[src/rtl/wb8_pkg.sv]
// Shared widths and the arbiter state encoding for the 8-bit Wishbone arbiter.
package wb8_pkg;

    localparam int ADR_W = 24;
    localparam int DAT_W = 8;
    localparam int SEL_W = 1;
    localparam int CNT_W = 16;

    typedef enum logic [1:0] {
        IDLE = 2'd0,
        GNT0 = 2'd1,
        GNT1 = 2'd2
    } arb_state_t;

    function automatic arb_state_t grant_state(input logic master);
        return master ? GNT1 : GNT0;
    endfunction

endpackage

[src/rtl/wb8_timeout.sv]
// Slave-ack watchdog: counts stalled strobe cycles and pulses expire for one
// cycle when the count equals limit, then restarts from zero.
module wb8_timeout
    import wb8_pkg::*;
(
    input  logic             clk,
    input  logic             reset,
    input  logic             count,
    input  logic             clear,
    input  logic [CNT_W-1:0] limit,
    output logic             expire
);

    logic [CNT_W-1:0] cnt_reg;
    logic [CNT_W-1:0] cnt_next;

    assign expire = (cnt_reg == limit);

    always_comb begin
        cnt_next = cnt_reg;
        if (expire || clear) begin
            cnt_next = '0;
        end else if (count) begin
            cnt_next = cnt_reg + 1'b1;
        end
    end

    always_ff @(posedge clk) begin
        if (reset) begin
            cnt_reg <= '0;
        end else begin
            cnt_reg <= cnt_next;
        end
    end

endmodule

[src/rtl/wb8_arbiter.sv]
// Two-master round-robin Wishbone classic arbiter onto one 8-bit slave.
// Optional ack watchdog enabled by defining WB8_ARB_TIMEOUT_EN.
module wb8_arbiter
    import wb8_pkg::*;
#(
    parameter int TIMEOUT_CYCLES = 255
)
(
    input  logic             clk,
    input  logic             reset,
    input  logic [0:ADR_W-1] m0_adr_i,
    input  logic [0:DAT_W-1] m0_dat_i,
    input  logic             m0_we_i,
    input  logic             m0_stb_i,
    input  logic             m0_cyc_i,
    input  logic [0:SEL_W-1] m0_sel_i,
    output logic             m0_ack_o,
    output logic             m0_err_o,
    input  logic [0:ADR_W-1] m1_adr_i,
    input  logic [0:DAT_W-1] m1_dat_i,
    input  logic             m1_we_i,
    input  logic             m1_stb_i,
    input  logic             m1_cyc_i,
    input  logic [0:SEL_W-1] m1_sel_i,
    output logic             m1_ack_o,
    output logic             m1_err_o,
    output logic [0:DAT_W-1] m_dat_o,
    output logic [0:ADR_W-1] s_adr_o,
    output logic [0:DAT_W-1] s_dat_o,
    output logic             s_we_o,
    output logic [0:SEL_W-1] s_sel_o,
    output logic             s_stb_o,
    output logic             s_cyc_o,
    input  logic [0:DAT_W-1] s_dat_i,
    input  logic             s_ack_i,
    output logic [0:1]       gnt_o
);

    if (TIMEOUT_CYCLES < 1 || TIMEOUT_CYCLES > 65535) begin : g_bad_timeout
        $error("wb8_arbiter: TIMEOUT_CYCLES must be within 1..65535");
    end

    arb_state_t state_reg;
    arb_state_t state_next;
    logic       last_gnt_reg;
    logic       last_gnt_next;

    logic [0:ADR_W-1] m_adr [2];
    logic [0:DAT_W-1] m_dat [2];
    logic [0:SEL_W-1] m_sel [2];
    logic [1:0]       m_we;
    logic [1:0]       cyc;
    logic [1:0]       stb;
    logic [1:0]       req;
    logic [1:0]       gnt;
    logic [1:0]       ack;
    logic [1:0]       err;
    logic             sel_m;
    logic             tmo_expire;

    assign m_adr[0] = m0_adr_i;
    assign m_adr[1] = m1_adr_i;
    assign m_dat[0] = m0_dat_i;
    assign m_dat[1] = m1_dat_i;
    assign m_sel[0] = m0_sel_i;
    assign m_sel[1] = m1_sel_i;
    assign m_we     = {m1_we_i, m0_we_i};
    assign cyc      = {m1_cyc_i, m0_cyc_i};
    assign stb      = {m1_stb_i, m0_stb_i};
    assign req      = cyc & stb;

    always_ff @(posedge clk) begin
        if (reset) begin
            state_reg    <= IDLE;
            last_gnt_reg <= 1'b1;
        end else begin
            state_reg    <= state_next;
            last_gnt_reg <= last_gnt_next;
        end
    end

    always_comb begin
        state_next    = state_reg;
        last_gnt_next = last_gnt_reg;
        case (state_reg)
            IDLE: begin
                // On a tie the master that did not hold the bus last wins
                if (req[0] && req[1]) begin
                    state_next = grant_state(~last_gnt_reg);
                end else if (req[0]) begin
                    state_next = GNT0;
                end else if (req[1]) begin
                    state_next = GNT1;
                end
            end
            GNT0: begin
                if (!cyc[0]) begin
                    state_next = req[1] ? GNT1 : IDLE;
                end
            end
            GNT1: begin
                if (!cyc[1]) begin
                    state_next = req[0] ? GNT0 : IDLE;
                end
            end
            default: state_next = IDLE;
        endcase
        if (state_next != state_reg && state_next != IDLE) begin
            last_gnt_next = (state_next == GNT1);
        end
    end

    assign gnt[0] = (state_reg == GNT0);
    assign gnt[1] = (state_reg == GNT1);
    // Idle parks the mux on m0 so the address/data lines stay defined
    assign sel_m  = gnt[1];

    always_comb begin
        s_adr_o  = m_adr[sel_m];
        s_dat_o  = m_dat[sel_m];
        s_sel_o  = m_sel[sel_m];
        s_we_o   = m_we[sel_m];
        s_cyc_o  = (|gnt) & cyc[sel_m];
        s_stb_o  = (|gnt) & stb[sel_m] & ~tmo_expire;
        m_dat_o  = s_dat_i;
        gnt_o[0] = gnt[0];
        gnt_o[1] = gnt[1];
    end

    for (genvar gi = 0; gi < 2; gi++) begin : g_master
        assign ack[gi] = gnt[gi] & s_ack_i & ~reset;
        assign err[gi] = gnt[gi] & tmo_expire & ~reset;
    end

    assign m0_ack_o = ack[0];
    assign m1_ack_o = ack[1];
    assign m0_err_o = err[0];
    assign m1_err_o = err[1];

`ifdef WB8_ARB_TIMEOUT_EN
    logic tmo_count;

    assign tmo_count = (|gnt) & cyc[sel_m] & stb[sel_m] & ~s_ack_i;

    wb8_timeout u_timeout (
        .clk    (clk),
        .reset  (reset),
        .count  (tmo_count),
        .clear  (~tmo_count),
        .limit  (CNT_W'(TIMEOUT_CYCLES)),
        .expire (tmo_expire)
    );
`else
    assign tmo_expire = 1'b0;
`endif

endmodule

[config.mk]
export PLATFORM = sky130hd
export DESIGN_NAME = wb8_arbiter
export DESIGN_NICKNAME = d
export VERILOG_FILES = /design/src/rtl/wb8_pkg.sv /design/src/rtl/wb8_timeout.sv /design/src/rtl/wb8_arbiter.sv
export SDC_FILE = /design/constraint.sdc
export NUM_CORES = 1
export LEC_CHECK = 0
export ABC_AREA = 1
export CORE_ASPECT_RATIO = 0.9
export CORE_MARGIN = 1
export CORE_UTILIZATION = 24
export CTS_BUF_LIST = sky130_fd_sc_hd__clkbuf_16
export DETAILED_ROUTE_END_ITERATION = 16
export PLACE_DENSITY = 0.85
export SYNTH_ARGS = -nofsm -noshare
export SYNTH_HDL_FRONTEND = slang
export SYNTH_SLANG_ARGS = --single-unit
[constraint.sdc]
create_clock -name clk -period 3.45 [get_ports clk]
set_input_delay 0.69 -clock clk [delete_from_list [all_inputs] [get_ports clk]]
set_output_delay 0.69 -clock clk [all_outputs]
set_load 0.01 [all_outputs]
==> results.yml <==
status:
  status: "finished, final reports clean"
clock_network:
  clock-root-buffer: "sky130_fd_sc_hd__clkbuf_16"
  cts_buffer_depth: 2
  clk-insertion-delay-late_ps: 220
  tritoncts_num_sinks: 3
  numCtsBuffers: 3
  htreeDepth: 1
  tritoncts: "done"
  clkTransAtPathRegs_ps: 30
  post_cts_buffers: 0
  postCtsResizedCells: 0
  holdBufCountCts: 0
power_and_ir_drop:
  leakage_nw: 0.971
  irDropWorstVdd_mv: 0.143
  power.total_uw: 540
  power-per-cell-area_nw_per_um2: 271
critical_path:
  worst_setup_path_startpoint: "state_reg[0]"
  critical_path.cell_chain: "inv_1, ha_1, inv_2, nand2_1, nand2_1, clkdlybuf4s50_1"
  worstSetupPathType: "reg2out"
  critical_path_rt_ps: 2760
  crit_slowest_cell: "sky130_fd_sc_hd__clkdlybuf4s50_1"
  regToRegSetupSlack_ps: 1530
  reg2reg_depth: 14
  worst_r2r_startpoint: "state_reg[0]"
  worst-path-max-fanout: 36
  crit_arrival_ps: 2140
  r2r_end: "last_gnt_reg"
  startpoint_type: "flip-flop"
  crit_top_cell: "sky130_fd_sc_hd__nand2_1"
  max_stage_delay_ps: 570
  critical_path.endpoint_type: "output pin"
synth:
  ys.warnings.count: 0
  synthesis_stage_register_bit_count: 3
  yosys.cell_types.count: 15
  synth.area.top_cells: "sky130_fd_sc_hd__nand2_1, sky130_fd_sc_hd__buf_4, sky130_fd_sc_hd__dfxtp_1"
  number_of_flops_mapped_to_enable_cells_by_yosys: 0
  ys.flop_type: "sky130_fd_sc_hd__dfxtp_1"
  yosysMostFrequentCell: "sky130_fd_sc_hd__nand2_1"
  async_flop_share: 0
  netlist_instances: 180
  yosys-top-cells-count: "sky130_fd_sc_hd__nand2_1, sky130_fd_sc_hd__buf_4, sky130_fd_sc_hd__inv_1, sky130_fd_sc_hd__nor2_1"
  netlist_area_sq_um: 818
  area_leader_netlist: "sky130_fd_sc_hd__nand2_1"
  synth.yosys.seq_area_share: 0.0734
  share_of_the_synthesized_area_in_the_top_cell_type: 0.587
  syn_area_cell_sq_um: 4.55
route:
  detailedRoute.firstPassIterationCount: 4
  antenna_left: 0
  vias_per_cell: 4.19
  drcViolationCount: 0
  drt_first_iter_violations: 44
  vias: 1359
  route.detailed.wl_per_inst_um: 10.2
  route.final.wire_length_mm: 3.30
timing:
  grt_setup_unrepaired: "false"
  fmaxAchievable_mhz: 353
  min_period_ps: 2830
  final_number_of_hold_violating_endpoints: 0
  timing.setup.tns_ps: 0
  slew_at_the_pin_with_the_worst_max_slew_slack_ps: 567
  clock_tree_skew_after_final_layout_ps: 0.854
  max-slew-margin-rel: 0.621
  drv_slew: 0
  finalSetupViolCount: 0
  post-route-period-util: 0.820
global_route:
  via_count_of_the_first_global_routing_pass: 1228
  antenna_found_initial: 0
  grt_pass1_wl_mm: 5.07
  track_usage: 0.174
  grt_max_degree: 40
  gr-total-overflow: 0
floorplan:
  dieArea_sq_um: 3650
  floorplan.io_pins: 133
  initial_core_util: 0.261
  chipWidth_um: 63.6
  rows: 19
  design.core.area_sq_um: 3140
  dieHeight_um: 57.4
placement:
  portBuffers: 114
  place.gp.congestion: 0.749
  place.detailed.hpwl_mm: 2.67
final_layout:
  ff_latch_area_sq_um: 60.1
  filler_cell_count_in_the_final_layout: 291
  multi_input_area_sq_um: 616
  flow.area_growth_from_synthesis_pct: 143
  largest_register_ffs: 2
  drive_gt1_frac: 0.0248
  nNetsFinal: 370
  antenna-diode-count: 0
hold_path:
  min_delay_path_depth: 3
  hold_start: "last_gnt_reg"
  min_to: "last_gnt_reg"
  hold_path_class: "reg2reg"
job:
  cap_violations: 0
## placed cells by master, fill, tap and decap left out, drive strengths merged
master	instances
dfxtp	3
ha	4
nand2	128
a21oi	3
buf	1
clkdlybuf4s50	114
o21ai	2
or2	1
nand3	2
conb	2
inv	10
clkbuf	3
nor2	9
## metal layers
metal | global-route usage | wire length (um) | vias to the layer above
met1 | 0.204 | 1320 | 562
met4 | 0.0779 | 89 | 0
met2 | 0.298 | 1640 | 66
li1 | - | - | 723
met5 | 0 | 0 | -
met3 | 0.0460 | 254 | 8
## kinds of logic (layout without fill, tap and decap cells)
kind of cell / after synthesis / in the layout / share of synthesized area
fa+ha+maj: 4 / 4 / 0.0612
simple gates: 140 / 140 / 0.651
compound gates: 5 / 5 / 0.0306
buf+inv: 27 / 128 / 0.179
flops: 3 / 3 / 0.0734
other cells: 1 / 2 / 0.00458
## worst max-delay path by stage
stage                        endpoint  slack, ps  depth (start not counted)
after global routing      s_adr_o[11]        380                          6
final                      s_dat_o[7]        620                          6
after detailed placement      s_cyc_o        780                          4
after global placement        s_cyc_o        810                          4
after CTS                      s_we_o        590                          6
after floorplan           s_adr_o[10]       1490                          6
## area by class of cell
class | count | area share
clock buffers | 3 | 0.0377
clock inverters | 1 | 0.00189
inverters | 9 | 0.0170
multi-input cells | 151 | 0.309
flip-flops and latches | 3 | 0.0302
well taps | 42 | 0.0264
repair buffers | 115 | 0.577
## metrics by stage
step	cells	instance area (sq um)	hold WS, ps	utilization	setup WS, ps
after floorplan	181	822	543	-	1490
after global placement	320	1910	605	0.609	808
after detailed placement	320	1910	613	0.609	780
after CTS	324	1990	627	0.634	595
after global routing	324	1990	675	0.634	384
final	324	1990	617	0.634	621
## report_power, final
part	internal [mW]	switching (mW)
Combinational	0.188	0.127
Clock	0.149	0.0318
Sequential	0.0391	0.00464
Total	0.377	0.163
## critical path, delay by kind of cell, from the launching register on
family        cells  cell delay (ps)
fa+ha+maj         1              230
simple gates      2              180
buf+inv           3             1120
flops             1              390
Note: power is estimated with default switching activity, not from simulation.
